--- src/rtl/glitch_cmd_pkg.sv ---
// Shared definitions for the glitcher UART command protocol.
// Holds the command byte values, field-enable bit positions, the sender
// state encoding and helpers that map field enables and snapshot values
// onto the fixed 15-slot frame table.
package glitch_cmd_pkg;

  localparam int unsigned NUM_SLOTS = 15;

  localparam logic [7:0] CMD_DELAY      = 8'h64;  // 'd'
  localparam logic [7:0] CMD_WIDTH      = 8'h77;  // 'w'
  localparam logic [7:0] CMD_NUM_PULSES = 8'h6E;  // 'n'
  localparam logic [7:0] CMD_SPACING    = 8'h73;  // 's'
  localparam logic [7:0] CMD_RESET_LEN  = 8'h72;  // 'r'
  localparam logic [7:0] CMD_ARM        = 8'h61;  // 'a'
  localparam logic [7:0] CMD_TRIGGER    = 8'h74;  // 't'
  localparam logic [7:0] CMD_HELLO      = 8'h68;  // 'h'

  localparam int unsigned FLD_DELAY      = 0;
  localparam int unsigned FLD_WIDTH      = 1;
  localparam int unsigned FLD_NUM_PULSES = 2;
  localparam int unsigned FLD_SPACING    = 3;
  localparam int unsigned FLD_RESET_LEN  = 4;
  localparam int unsigned FLD_ARM        = 5;
  localparam int unsigned FLD_TRIGGER    = 6;

  typedef enum logic [1:0] {
    ST_IDLE   = 2'd0,
    ST_SEND   = 2'd1,
    ST_FINISH = 2'd2
  } state_t;

  // Expand the 7 field enables into one enable bit per frame slot.
  function automatic logic [NUM_SLOTS-1:0] slot_mask(input logic [6:0] en);
    slot_mask = {en[FLD_TRIGGER], en[FLD_ARM],
                 {3{en[FLD_RESET_LEN]}}, {3{en[FLD_SPACING]}},
                 {2{en[FLD_NUM_PULSES]}}, {2{en[FLD_WIDTH]}},
                 {3{en[FLD_DELAY]}}};
  endfunction

  // Byte carried by a given frame slot; multi-byte fields go MSB first.
  function automatic logic [7:0] frame_byte(
    input logic [3:0]  slot,
    input logic [15:0] delay,
    input logic [7:0]  width,
    input logic [7:0]  num_pulses,
    input logic [15:0] spacing,
    input logic [15:0] reset_len
  );
    case (slot)
      4'd0:    frame_byte = CMD_DELAY;
      4'd1:    frame_byte = delay[15:8];
      4'd2:    frame_byte = delay[7:0];
      4'd3:    frame_byte = CMD_WIDTH;
      4'd4:    frame_byte = width;
      4'd5:    frame_byte = CMD_NUM_PULSES;
      4'd6:    frame_byte = num_pulses;
      4'd7:    frame_byte = CMD_SPACING;
      4'd8:    frame_byte = spacing[15:8];
      4'd9:    frame_byte = spacing[7:0];
      4'd10:   frame_byte = CMD_RESET_LEN;
      4'd11:   frame_byte = reset_len[15:8];
      4'd12:   frame_byte = reset_len[7:0];
      4'd13:   frame_byte = CMD_ARM;
      4'd14:   frame_byte = CMD_TRIGGER;
      default: frame_byte = 8'h00;
    endcase
  endfunction

endpackage

--- src/rtl/uart_cmd_slot_sel.sv ---
// Next-enabled-slot priority search.
// Ports: from_slot  - first slot index eligible (inclusive, may be 15 = none)
//        slot_mask  - per-slot enable bits
//        next_slot  - lowest enabled slot index >= from_slot
//        none_left  - no enabled slot at or after from_slot
module uart_cmd_slot_sel
  import glitch_cmd_pkg::*;
(
  input  logic [4:0]           from_slot,
  input  logic [NUM_SLOTS-1:0] slot_mask,
  output logic [3:0]           next_slot,
  output logic                 none_left
);

  // Scan from the top down so the lowest eligible index is written last.
  always_comb begin
    next_slot = 4'd0;
    none_left = 1'b1;
    for (int i = NUM_SLOTS - 1; i >= 0; i--) begin
      next_slot = (slot_mask[i] && (5'(i) >= from_slot)) ? 4'(i) : next_slot;
      none_left = (slot_mask[i] && (5'(i) >= from_slot)) ? 1'b0 : none_left;
    end
  end

endmodule

--- src/rtl/uart_cmd_sender.sv ---
// UART command-stream initiator: snapshots glitch parameters on send_i and
// streams the enabled command frames as bytes over a valid/ready handshake.
// Ports: clk, rst_n (async active-low)
//        send_i, field_en_i, delay_i, width_i, num_pulses_i,
//        pulse_spacing_i, reset_length_i  - request and parameters
//        byte_data_o, byte_valid_o, byte_ready_i - byte stream to uart_tx
//        busy_o, done_o                     - sequence status
module uart_cmd_sender
  import glitch_cmd_pkg::*;
(
  input  logic        clk,
  input  logic        rst_n,
  input  logic        send_i,
  input  logic [6:0]  field_en_i,
  input  logic [15:0] delay_i,
  input  logic [7:0]  width_i,
  input  logic [7:0]  num_pulses_i,
  input  logic [15:0] pulse_spacing_i,
  input  logic [15:0] reset_length_i,
  output logic [7:0]  byte_data_o,
  output logic        byte_valid_o,
  input  logic        byte_ready_i,
  output logic        busy_o,
  output logic        done_o
);

  logic [1:0]  rst_sync_r;
  logic        rst_int_n_s;

  state_t      state_r;
  logic [3:0]  slot_r;
  logic [6:0]  en_r;
  logic [15:0] delay_r;
  logic [7:0]  width_r;
  logic [7:0]  num_pulses_r;
  logic [15:0] spacing_r;
  logic [15:0] reset_len_r;

  logic [4:0]           search_from_s;
  logic [NUM_SLOTS-1:0] search_mask_s;
  logic [3:0]           next_slot_s;
  logic                 none_left_s;
  logic [7:0]           next_byte_s;

  // Reset synchronizer: assert immediately, release on the clock.
  always_ff @(posedge clk or negedge rst_n) begin
    if (!rst_n) begin
      rst_sync_r <= 2'b00;
    end else begin
      rst_sync_r <= {rst_sync_r[0], 1'b1};
    end
  end

  assign rst_int_n_s = rst_sync_r[1];

  // In IDLE the search and byte lookup use the live inputs (they are being
  // snapshotted this very cycle); afterwards only the snapshot is used.
  always_comb begin
    if (state_r == ST_IDLE) begin
      search_from_s = 5'd0;
      search_mask_s = slot_mask(field_en_i);
    end else begin
      search_from_s = {1'b0, slot_r} + 5'd1;
      search_mask_s = slot_mask(en_r);
    end
  end

  uart_cmd_slot_sel u_slot_sel (
    .from_slot (search_from_s),
    .slot_mask (search_mask_s),
    .next_slot (next_slot_s),
    .none_left (none_left_s)
  );

  // Byte for the slot the search selected, from live inputs or snapshot.
  always_comb begin
    if (state_r == ST_IDLE) begin
      next_byte_s = frame_byte(next_slot_s, delay_i, width_i, num_pulses_i,
                               pulse_spacing_i, reset_length_i);
    end else begin
      next_byte_s = frame_byte(next_slot_s, delay_r, width_r, num_pulses_r,
                               spacing_r, reset_len_r);
    end
  end

  // Sequencer FSM with registered handshake and status outputs.
  always_ff @(posedge clk or negedge rst_int_n_s) begin
    if (!rst_int_n_s) begin
      state_r      <= ST_IDLE;
      slot_r       <= 4'd0;
      en_r         <= 7'd0;
      delay_r      <= 16'd0;
      width_r      <= 8'd0;
      num_pulses_r <= 8'd0;
      spacing_r    <= 16'd0;
      reset_len_r  <= 16'd0;
      byte_data_o  <= 8'd0;
      byte_valid_o <= 1'b0;
      busy_o       <= 1'b0;
      done_o       <= 1'b0;
    end else begin
      case (state_r)
        ST_IDLE: begin
          done_o <= 1'b0;
          if (send_i) begin
            en_r         <= field_en_i;
            delay_r      <= delay_i;
            width_r      <= width_i;
            num_pulses_r <= num_pulses_i;
            spacing_r    <= pulse_spacing_i;
            reset_len_r  <= reset_length_i;
            if (!none_left_s) begin
              state_r      <= ST_SEND;
              slot_r       <= next_slot_s;
              byte_data_o  <= next_byte_s;
              byte_valid_o <= 1'b1;
              busy_o       <= 1'b1;
            end else begin
              state_r <= ST_FINISH;
              done_o  <= 1'b1;
            end
          end
        end
        ST_SEND: begin
          // Valid is always high here, so ready alone marks a transfer.
          if (byte_ready_i) begin
            if (!none_left_s) begin
              slot_r      <= next_slot_s;
              byte_data_o <= next_byte_s;
            end else begin
              state_r      <= ST_FINISH;
              slot_r       <= 4'd0;
              byte_data_o  <= 8'd0;
              byte_valid_o <= 1'b0;
              busy_o       <= 1'b0;
              done_o       <= 1'b1;
            end
          end
        end
        ST_FINISH: begin
          state_r <= ST_IDLE;
          done_o  <= 1'b0;
        end
        default: begin
          state_r      <= ST_IDLE;
          slot_r       <= 4'd0;
          byte_data_o  <= 8'd0;
          byte_valid_o <= 1'b0;
          busy_o       <= 1'b0;
          done_o       <= 1'b0;
        end
      endcase
    end
  end

endmodule
--- config.mk ---
export PLATFORM = sky130hd
export DESIGN_NAME = uart_cmd_sender
export DESIGN_NICKNAME = d
export VERILOG_FILES = /design/src/rtl/glitch_cmd_pkg.sv /design/src/rtl/uart_cmd_slot_sel.sv /design/src/rtl/uart_cmd_sender.sv
export SDC_FILE = /design/constraint.sdc
export NUM_CORES = 1
export LEC_CHECK = 0
export ABC_AREA = 1
export CAP_MARGIN = 20
export CORE_ASPECT_RATIO = 0.8
export CORE_UTILIZATION = 57
export DETAILED_ROUTE_END_ITERATION = 8
export PLACE_DENSITY = 0.85
export SYNTH_ARGS = -nofsm -noshare
export SYNTH_HDL_FRONTEND = slang
export SYNTH_SLANG_ARGS = --single-unit
--- constraint.sdc ---
create_clock -name clk -period 6.8 [get_ports clk]
set_clock_uncertainty 0.1 [all_clocks]
set_input_delay 1.7 -clock clk [delete_from_list [all_inputs] [get_ports clk]]
set_output_delay 1.7 -clock clk [all_outputs]
set_load 0.02 [all_outputs]
---- After elaboration in Yosys (flattened, before gate mapping) ----
Index checks and enable logic that the tools add are counted.
word-level totals
  bits of input ports ..................... 75
  word-level logic and storage cells ...... 131
  output and inout bits ................... 11
  register bits after elaboration ......... 89
cells by class
  multiplexer cells ....................... 60
  bitwise operators ....................... 1
  add/subtract/negate cells ............... 1
  reductions and logical operators ........ 22
  equal/unequal tests ..................... 20
  order comparisons ....................... 15
operator list
  kind                                                                                 number
  8-bit one-hot mux with 15 select lines                                               2
  4-bit two-way mux                                                                    19
  8-bit two-way mux                                                                    5
  4-bit by 5-bit greater-or-equal comparator with 1-bit output (first input constant)  7
  4-bit == test (second input constant)                                                7
  8-bit one-hot mux with 3 select lines                                                1
  1-bit two-way mux                                                                    23
  3-bit by 5-bit greater-or-equal comparator with 1-bit output (first input constant)  4
  4-bit by 3-bit == test with 1-bit output (second input constant)                     4
  1-bit logical AND                                                                    15
  15-bit two-way mux                                                                   1
  4-bit one-hot mux with 3 select lines                                                1
  1-bit by 5-bit greater-or-equal comparator with 1-bit output (first input constant)  2
  2-bit by 5-bit greater-or-equal comparator with 1-bit output (first input constant)  2
  4-bit by 2-bit == test with 1-bit output (second input constant)                     2
  2-bit two-way mux                                                                    4
  2-bit inequality test (second input constant)                                        4
  4-bit by 1-bit adder with 5-bit output (second input constant)                       1
  5-bit two-way mux                                                                    1
  5-bit AND reduction                                                                  1
  4-bit by 1-bit == test with 1-bit output (second input constant)                     1
  4-bit logical NOT                                                                    1
  2-bit one-hot mux with 2 select lines                                                1
  2-bit AND reduction                                                                  2
  8 further kinds                                                                      8

---- Depth between registers and ports, before layout ----
Gate-level depths: netlist of run 1.
  depth after elaboration ................. 25
  depth in mapped cells ................... 26
  mapped depth without buffers ............ 25

---- Modules after synthesis ----
From an unflattened synthesis of run 1, not the netlist that was laid out.
unflattened totals
  cells, all modules ...................... 808
  area total of the unflattened synthesis .. 5,353.9 sq um
by module, submodules not included
  module             cells an instance  seq. area each (sq um)  area each (sq um)  instances
  uart_cmd_sender    721                2,227.1                 4,909.7            1
  uart_cmd_slot_sel  87                 0.0                     444.2              1

---- Worst setup path after synthesis of run 1 ----
No wires, ideal clock.
  path type ............................... input to register
  start point ............................. input field_en_i[1]
  end point ............................... register byte_data_o[2]
  cell stages on the path ................. 15
  path slack .............................. 3.362 ns
  arrival time ............................ 3.222 ns
  data required time ...................... 6.583 ns
  path buffers ............................ 1
  library setup time ...................... 0.117 ns
  path through ............................ inv_1 -> nand2_1 -> o21ai_1 -> nor2_1 -> nor2_2 -> nand2_1 -> nand2_2 -> buf_6 -> nand2_1 -> nand3_1 -> nand2_1 -> nor2_1 -> nand3b_1 -> nand2_1 -> nand2_1
on the way
  longest elaborated chain between the ends .. 13
  elaborated cells on any way between the ends .. 38
  those cells by class .................... 15 x eq/ne; 19 x mux; 4 x reduce/logical
ends and longest elaborated chain
  item                                         RTL line                                          source
  start, declared                              uart_cmd_sender.sv:14                             input logic [6:0] field_en_i,
  15-bit two-way mux *                         uart_cmd_sender.sv:59                             if (state_r == ST_IDLE) begin
  1-bit logical AND                            uart_cmd_slot_sel.sv:20, uart_cmd_slot_sel.sv:21
  4-bit two-way mux (5 in a row)               uart_cmd_slot_sel.sv:20                           next_slot = (slot_mask[i] && (5'(i) >= from_slot)) ? 4'(i) : next_slot;
  4-bit == test (tied with other cells)        glitch_cmd_pkg.sv:49                              case (slot)
  8-bit one-hot mux with 15 select lines       glitch_cmd_pkg.sv:49
  8-bit two-way mux                            uart_cmd_sender.sv:77                             if (state_r == ST_IDLE) begin
  8-bit two-way mux, on equally long branches  uart_cmd_sender.sv:127, uart_cmd_sender.sv:112
  8-bit two-way mux, on equally long branches  uart_cmd_sender.sv:126, uart_cmd_sender.sv:105
  8-bit one-hot mux with 3 select lines        uart_cmd_sender.sv:102                            case (state_r)
  end signal, assigned                         uart_cmd_sender.sv:115                            byte_data_o <= next_byte_s;
  end signal, assigned                         uart_cmd_sender.sv:129                            byte_data_o <= next_byte_s;
  end, declared                                uart_cmd_sender.sv:20                             output logic [7:0] byte_data_o,
Mark *: on every way between the ends. The rest lies on a longest branch, timed or not. The select of a mux whose other input is x is not followed.
A chain may end at the register's enable or synchronous reset.

---- Worst setup path after layout of run 1 ----
  start point ............................. input field_en_i[1]
  end point ............................... register byte_data_o[7]
The elaborated chain is that of the path after synthesis.

==> results of run 1 <==
worst max-delay path by stage:
stage / end / slack (ps) / cells after the start
2_1_floorplan: byte_data_o[2] / 3360 / 15
3_3_place_gp: byte_data_o[7] / 2410 / 17
3_5_place_dp: byte_data_o[7] / 2360 / 18
4_1_cts: byte_data_o[7] / 2740 / 18
5_1_grt: byte_data_o[6] / 2510 / 22
6_report: byte_data_o[7] / 2740 / 17
registers in the layout, summed over array words and instances (netlist names):
name          flops
reset_len_r      16
rst_sync_r        2
spacing_r        16
slot_r            4
width_r           8
num_pulses_r      8
done_o            1
en_r              7
state_r           2
delay_r          16
busy_o            1
byte_data_o       8
synth_stat cells:
cell / n
nor2_4: 3
and2_4: 1
nand3b_1: 2
o22ai_1: 4
nand3_1: 31
inv_2: 15
a22o_1: 3
o21a_1: 1
nor3_4: 2
nor3b_1: 1
nand4_4: 1
nor3_2: 1
nand3_2: 2
a21oi_1: 4
o21ai_0: 23
inv_4: 1
nor3_1: 3
nor2_2: 6
conb_1: 1
inv_1: 41
nor2_1: 44
clkbuf_1: 12
ha_1: 1
nand2_4: 4
a21oi_2: 3
buf_4: 2
o21ai_1: 11
o21ai_2: 1
nand2_2: 10
clkinv_4: 1
nand3_4: 4
nor2_8: 1
dfrtp_1: 89
buf_6: 5
buf_2: 2
nand4_1: 20
buf_1: 3
nand2_1: 301
area by class of cell:
class	count	area (um2)	area share (%)
Sequential cell	89	2231	37.25
Tap cell	108	135.1	2.256
Clock buffer	10	137.6	2.298
Inverter	58	225.2	3.760
Multi-Input combinational cell	489	2282	38.10
Clock inverter	6	65.06	1.086
Timing Repair Buffer	88	913.4	15.25
cells by family after synthesis:
kind of cell	Yosys count	share of synthesized area [%]
buf+inv	82	7.459
fa+ha+maj	1	0.2572
other cells	1	0.07709
flops	89	45.78
simple gates	437	40.59
compound gates	50	5.839
metal layers:
metal  track usage, %  vias up
met5                0        -
met4            7.170        0
met3            4.969       14
met2            48.56      172
met1            46.61     2158
li1                 -     2218
worst reg2reg max path, delay by kind of cell, from the launching register on:
family / cells / cell delay, ps
buffers and inverters: 6 / 480
AO/OA/AOI/OAI: 2 / 310
flip-flops: 1 / 460
adder cells (fa/ha/maj): 1 / 340
AND/OR/NAND/NOR: 13 / 1650
power by group through the flow:
stage / Clock [mW] / Combinational, mW / Sequential (mW)
after floorplan: 0 / 1.71 / 0.917
after global placement: 0 / 2.12 / 0.942
after detailed placement: 0 / 2.16 / 0.951
after CTS: 0.384 / 2.17 / 0.943
after global routing: 0.400 / 2.47 / 0.964
final: 0.380 / 2.22 / 0.944
stage by stage:
stage               instances  setup WS [ps]  utilization [%]  hold slack [ps]  area, um2
floorplan                 660           3362                -            231.2       4865
global placement          830           2412            70.84            241.8       5732
detailed placement        830           2357            70.84            244.1       5732
CTS                       846           2735            73.34            270.7       5934
global route              848           2514            74.02            268.0       5989
finish                    848           2736            74.02            217.5       5989
==> impl_metrics.ini, run 1 <==
[status]
outcome = finished, final reports clean

[worst_setup_path]
crit_fanout = 12
path_cells = clkdlybuf4s50_1 > inv_1 > nand2_1 > o21ai_1 > nor2_1 > nor2_2 > nand2_2 > nor2_1 > nand2_1 > nand2_1 > nor2_1 > o21ai_2 > inv_2 > nand2_1 > inv_1 > nand2_1 > nand2_1
r2r_start = slot_r[0]
crit_required_ps = 6970
critPathLaunchType = input pin
r2r_end = byte_data_o[7]
crit_slowest_cell = clkdlybuf4s50_1
worstSetupPathType = in -> reg
crit_path_max_incr_delay_ps = 400
r2r_setup_slack_ps = 3360
cp-startpoint = field_en_i[1]
critPathArrivalTime_ps = 4230
path_common_cell = nand2_1
path_buf_inv = 4
rr_worst_depth = 22
crit_path_end_kind = flop
path_delay_family = simple AND/OR/NAND/NOR gates

[final_layout]
drive_gt1_share_pct = 10.41
nFillCells = 577
n_antenna_cell = 0
area_growth_pct = 23.12
most-common-layout-cells = nand2_1 (301), dfrtp_1 (88), clkdlybuf4s50_1 (85), nor2_1 (43), inv_1 (41)
nets = 811
layout_commonest_cell = nand2_1

[power_and_ir_drop]
total_power_mw = 3.538
switching_share_pct = 53.53
power_density_nw_per_um2 = 590.8
p_comb_share_pct = 62.6
pwr-share-seq_pct = 26.7
ir_drop_mv = 0.3391
clkPwrFrac_pct = 10.7
p_leak_nw = 3.044
switchingPower_mw = 1.894
internal_power_mw = 1.644

[detailed_routing]
drt_drc_violations_left = 0
wl_met1_um = 6257
vias = 4562
drt_wl_total_um = 13040
post_drt_wl_per_cell_um = 15.38
postRouteAntennaNets = 0
highest_layer = met4
dr_wl_met2_um = 5920
vias_per_cell = 5.380
met3WireLength_um = 736
drtPass1Iterations = 4
drt_iter0_drc = 395

[floorplan]
dieHeight_um = 84.63
row_count = 29
core_area_um2 = 8092
dieArea_um2 = 8910
pin_count = 86
initial_core_util_pct = 60.12
die_w_um = 105.3

[sta]
hold_violations = 0
setup_tns_ps = 0
slew_headroom_pct = 53.94
setup_viol = 0
rsz0062_at_grt = false
worstMarginPinSlew_ps = 691.0
finalCriticalPeriod_ps = 4064
fmax_ghz = 0.2460
slew_violations = 0
fin_crit_sh_pct = 59.77

[clock_tree]
post-cts-setup-buffers = 0
htreeDepth = 3
root_buffer = clkbuf_8
numCtsBuffers = 9
numClockSinks = 89
clock_path_buffers = 2
clk_pin_slew_ps = 90
insertion_delay_ps = 370
cts-resized-gates = 0
cts_hold_buffers = 0
cts_tree = done

[place]
portBuffers = 85
gp_congestion = 0.9209
dp_hpwl_um = 9697

[synth]
seq_area_frac_synth_pct = 45.78
synth_nets = 736
synth.top_cell.area_share_pct = 45.78
synth_top_cell_by_area = dfrtp_1
ys_ff_latch = 89
synth.area.top_cells = dfrtp_1 (46%), nand2_1 (23%), nor2_1 (3.4%), nand3_1 (3.2%), inv_1 (3.2%)
syn_area_um2 = 4865
syn_avg_cell_area_um2 = 7.371
synth_cell_types = 38
ys_warn_count = 0
syn-instance-count = 660

[min_path]
min_path_type = reg -> async

[global_route]
grt_pass1_vias = 4378
antenna_found_initial = 0
grt_overflow_total = 0
grt_pass1_wl_um = 21710
grt.total_usage_pct = 31.41
grt_max_degree = 88

[flow_run]
maxCapViolCount = 0
Note: power is estimated with default switching activity, not from simulation.
==> run 2, diff against run 1 <==
--- a/config.mk
+++ b/config.mk
@@ -8,9 +8,9 @@
 export ABC_AREA = 1
 export CAP_MARGIN = 20
 export CORE_ASPECT_RATIO = 0.8
-export CORE_UTILIZATION = 57
+export CORE_UTILIZATION = 48
 export DETAILED_ROUTE_END_ITERATION = 8
-export PLACE_DENSITY = 0.85
+export PLACE_DENSITY = 0.77
 export SYNTH_ARGS = -nofsm -noshare
 export SYNTH_HDL_FRONTEND = slang
 export SYNTH_SLANG_ARGS = --single-unit
==> constraint.sdc (replaced) <==
create_clock -name clk -period 3.3 [get_ports clk]
set_clock_uncertainty 0.1 [all_clocks]
set_input_delay 0.825 -clock clk [delete_from_list [all_inputs] [get_ports clk]]
set_output_delay 0.825 -clock clk [all_outputs]
set_load 0.02 [all_outputs]
==> run 2 against run 1 <==
Compared with the run above:
- utilization fell by 8.9 points
- non-clock buffer count rose by 24
- die area rose by 18%
- register-to-register slack got worse by 3100 ps
- clock-buffer cell count did not move
==> impl_metrics.ini, run 2 (synthesis gave the netlist of run 1 again) <==
[worst_setup_path]
crit_path_end_kind = flop
r2r_setup_slack_ps = 280
crit_cells = 20
rr_worst_depth = 21
r2r_start = slot_r[0]
worstSetupPathType = in -> reg
crit_required_ps = 3480
path_delay_family = simple AND/OR/NAND/NOR gates
path_cells = clkdlybuf4s50_1 > inv_1 > o21ai_1 > nand3_1 > nand2_1 > nand2_1 > nand2_1 > nand3_1 > nand2_1 > nand2_1 > nand2_2 > nand2_4 > buf_4 > nor2_4 > nand2_1 > nand3_1 > nor2_2 > nand3_1 > nand2_1 > nand2_1
critPathArrivalTime_ps = 3230
path_buf_inv = 3
crit_path_max_incr_delay_ps = 460
path_common_cell = nand2_1
cp-startpoint = field_en_i[4]
r2r_end = byte_data_o[4]
crit_fanout = 10
crit_slowest_cell = clkdlybuf4s50_1
critPathLaunchType = input pin
setup.worst_path.end = byte_data_o[4]

[clock_tree]
numCtsBuffers = 9
root_buffer = clkbuf_16
numClockSinks = 89
cts_tree = done
clock_path_buffers = 2
insertion_delay_ps = 350
clk_pin_slew_ps = 60
htreeDepth = 3

[sta]
fin_crit_sh_pct = 92.32
finalCriticalPeriod_ps = 3047
whs_ps = 92.29
hold_violations = 0
setup_viol = 0
slew_violations = 0
fmax_ghz = 0.3282

[global_route]
grt_pass1_wl_um = 21150
grt_max_degree = 88
grt_overflow_total = 0
grt.total_usage_pct = 26.42
grt_pass1_vias = 4239
antenna_found_initial = 0

[detailed_routing]
drt_iter0_drc = 249
drt_drc_violations_left = 0
drt_wl_total_um = 12920
drtPass1Iterations = 5
post_drt_wl_per_cell_um = 14.37
vias = 4449
vias_per_cell = 4.949
postRouteAntennaNets = 0

[floorplan]
die_w_um = 114.6
row_count = 32
pin_count = 86
dieHeight_um = 92.04
dieArea_um2 = 10540
core_area_um2 = 9729
initial_core_util_pct = 50.00

[min_path]
min_path_type = reg -> async

[place]
gp_congestion = 0.8832
post_dp_cell_area_um2 = 5929
dp_hpwl_um = 9689
portBuffers = 85
dp_cells = 878

[final_layout]
nets = 835
drive_gt1_share_pct = 13.50
final_cells = 899
nFillCells = 875
layout_commonest_cell = nand2_1
n_antenna_cell = 0
reg_top3 = delay_r: 16 flops, reset_len_r: 16 flops, spacing_r: 16 flops
most-common-layout-cells = nand2_1 (301), dfrtp_1 (87), clkdlybuf4s50_1 (85), inv_1 (41), nor2_1 (40)
area_growth_pct = 30.25
fin_area_um2 = 6336
final_util_pct = 65.12

[power_and_ir_drop]
ir_drop_mv = 0.6842
power_density_nw_per_um2 = 1260
pwr-share-seq_pct = 24.2
switchingPower_mw = 3.928
switching_share_pct = 49.22
clkPwrFrac_pct = 13.6
p_leak_nw = 3.212
internal_power_mw = 4.053
p_comb_share_pct = 62.2

[flow_run]
maxCapViolCount = 0

[status]
outcome = finished, final reports clean
-- run 2: power by group through the flow --
stage	combinational [mW]	clock, mW	sequential, mW
6_report	4.96	1.09	1.93
5_1_grt	5.56	1.15	1.98
4_1_cts	4.82	1.10	1.94
3_5_place_dp	4.80	0	1.95
3_3_place_gp	4.74	0	1.94
2_1_floorplan	3.53	0	1.89
-- run 2: worst min path at each step --
| stage | to | slack [ps] | depth (start not counted) |
|---|---|---|---|
| 2_1_floorplan | rst_sync_r[1] | 230 | 0 |
| 3_3_place_gp | rst_sync_r[1] | 240 | 0 |
| 3_5_place_dp | rst_sync_r[1] | 240 | 0 |
| 4_1_cts | rst_sync_r[1] | 260 | 0 |
| 5_1_grt | delay_r[9] | 110 | 0 |
| 6_report | delay_r[7] | 90 | 0 |
-- run 2: cell type report --
cell class	instances	area, um2	share of cell area (%)
inverter	58	225.2	3.555
clock buffer	10	229.0	3.614
tap	136	170.2	2.686
clock inverter	5	81.33	1.284
sequential	89	2232	35.23
timing repair buffer	112	1099	17.34
multi-input combinational	489	2300	36.30
-- run 2: routing by layer --
layer	track usage, %	routed length (um)
met5	0	0
met4	7.900	187
met3	5.155	717
met2	39.34	5624
met1	38.78	6390
-- run 2: metrics by stage --
stage | power, mW | setup TNS, ps | setup WS (ps)
floorplan | 5.418 | 0 | 537.5
global placement | 6.685 | -19.35 | -16.85
detailed placement | 6.755 | -117.2 | -56.64
CTS | 7.859 | 0 | 224.1
global route | 8.699 | -4.878 | -4.878
finish | 7.981 | 0 | 253.4
-- run 2: worst reg2reg max path, stage by stage (launching register included) --
cell and delay, ps:
dfrtp_2 450, ha_1 310, inv_1 70, nor2_2 140
inv_2 70, nor2_4 140, nand3_1 110, a21oi_2 180
nand3_1 90, nand2_1 70, nand2_1 60, nand2_1 60
nand2_1 70, nand2_1 80, nand2_2 160, nor2_4 270
nand2_1 150, nand3_1 120, nor2_2 60, nand3_1 70
nand2_1 60, nand2_1 60
-- run 2: repair_timing --
| action | in CTS | in global routing |
|---|---|---|
| resized for setup | 0 | 6 |
| setup buffers | 0 | 5 |
| endpoints found under the setup margin | 0 | 7 |
| hold buffers | 0 | 0 |
==> run 3, diff against run 2 <==
--- a/config.mk
+++ b/config.mk
@@ -8,9 +8,11 @@
 export ABC_AREA = 1
 export CAP_MARGIN = 20
 export CORE_ASPECT_RATIO = 0.8
-export CORE_UTILIZATION = 48
+export CORE_MARGIN = 2
+export CORE_UTILIZATION = 58
 export DETAILED_ROUTE_END_ITERATION = 8
-export PLACE_DENSITY = 0.77
+export DONT_BUFFER_PORTS = 1
+export PLACE_DENSITY = 0.76
 export SYNTH_ARGS = -nofsm -noshare
 export SYNTH_HDL_FRONTEND = slang
 export SYNTH_SLANG_ARGS = --single-unit
==> run 3 against run 2 <==
Compared with the run above:
- design area fell by 17%
- critical path depth fell by 1
- worst hold slack got worse by 52 ps
- critical endpoint is now byte_data_o[0]
==> impl_metrics.ini, run 3 (synthesis gave the netlist of run 1 again) <==
[status]
outcome = finished, final reports clean

[final_layout]
reg_top3 = delay_r: 16 flops, reset_len_r: 16 flops, spacing_r: 16 flops
n_antenna_cell = 0
drive_gt1_share_pct = 13.70
layout_commonest_cell = nand2_1
area_growth_pct = 8.205
most-common-layout-cells = nand2_1 (301), dfrtp_1 (88), inv_1 (41), nor2_1 (39), nand3_1 (31)
nets = 735

[floorplan]
dieArea_um2 = 9141
core_area_um2 = 8019
dieHeight_um = 85.92
die_w_um = 106.4
pin_count = 86
row_count = 29
initial_core_util_pct = 60.66

[place]
portBuffers = 0
gp_congestion = 0.9425
dp_hpwl_um = 9264

[worst_setup_path]
crit_fanout = 12
critPathArrivalTime_ps = 3320
crit_path_end_kind = flop
rr_worst_depth = 19
worstSetupPathType = reg -> reg
r2r_start = slot_r[0]
r2r_end = byte_data_o[0]
r2r_setup_slack_ps = 200
critPathLaunchType = flop
crit_required_ps = 3520

[sta]
slew_violations = 0
hold_violations = 0
slew_headroom_pct = 55.58
setup_viol = 0
worstMarginPinSlew_ps = 666.2
fin_crit_sh_pct = 93.96
fmax_ghz = 0.3225
finalCriticalPeriod_ps = 3101
whs_ps = 40.10
rsz0062_at_grt = true

[detailed_routing]
drt_wl_total_um = 12260
vias_per_cell = 5.499
post_drt_wl_per_cell_um = 15.88
postRouteAntennaNets = 0
drt_drc_violations_left = 0
vias = 4245
drt_iter0_drc = 325
drtPass1Iterations = 5

[clock_tree]
clock_path_buffers = 2
root_buffer = clkbuf_8
numCtsBuffers = 9
clk_pin_slew_ps = 90
cts_tree = done
cts_hold_buffers = 0
insertion_delay_ps = 370
htreeDepth = 3
numClockSinks = 89

[global_route]
grt.total_usage_pct = 28.97
grt_pass1_vias = 4143
antenna_found_initial = 0
grt_pass1_wl_um = 20370
grt_overflow_total = 0
grt_max_degree = 88

[flow_run]
maxCapViolCount = 0

[min_path]
min_path_type = in -> async
==> run 3: cell count changes in the layout (fill, tap and decap cells not counted), sizes merged <==
cell,before,now
clkdlybuf4s50,85,0
buf,27,12
clkinvlp,1,3
bufinv,2,1
clkbuf,10,11
clkinv,2,1
==> run 3: final cells by class <==
type / count / area, um2
clock inverters: 5 / 61.31
fillers: 769 / 2755
inverters: 58 / 225.2
clock buffers: 11 / 151.4
repair buffers: 12 / 127.6
well taps: 108 / 135.1
multi-input cells: 489 / 2332
flip-flops and latches: 89 / 2231
==> run 3: timing repair <==
item	in CTS	in global routing
buffers inserted	0	3
gates resized for setup	0	11
setup endpoints to repair	0	8
==> run 3: worst max path at each step <==
| stage | endpoint | startpoint |
|---|---|---|
| finish | byte_data_o[0] | slot_r[0] |
| global route | byte_data_o[7] | slot_r[0] |
| CTS | byte_data_o[4] | slot_r[0] |
| detailed placement | byte_data_o[4] | slot_r[0] |
| global placement | byte_data_o[4] | slot_r[0] |
| floorplan | busy_o | rst_sync_r[1] |
==> run 3: critical path: stages, from the launching register on <==
cell      delay (ps)
dfrtp_1          450
ha_1             270
nand2_2          150
inv_2             70
nand3_4          130
nand2_2          100
inv_2             60
nand2_1           50
nor3_1           410
nor2_4           140
nand2_1          150
nand2_4          140
nor2_4           210
buf_12           140
nand3_1           60
o21ai_1          110
nor2_1            60
nand3b_1          90
nand2_1           90
nand2_1           60
==> run 3: through the flow <==
stage / cell area (um2) / utilization, % / std cells / worst slack [ps] / setup TNS [ps]
after detailed placement: 4946 / 61.68 / 752 / 147.7 / 0
after global placement: 4946 / 61.68 / 752 / 221.2 / 0
after global routing: 5264 / 65.64 / 772 / -52.66 / -83.08
after floorplan: 4865 / - / 660 / 537.5 / 0
final: 5264 / 65.64 / 772 / 199.5 / 0
after CTS: 5159 / 64.33 / 768 / 125.3 / 0
==> run 3: per-layer routing <==
layer  up-vias  share of wire, %  global-route usage (%)
li1       2083                 -                       -
met1      2007                48                   43.31
met2       140                44                   42.66
met3        15               6.5                   6.459
met4         0               1.4                   8.134
met5         -                 0                       0
Power of run 3 is left out: the tool's default activity adds up to more than one toggle a clock period on the data nets, which glitch-free logic cannot reach.
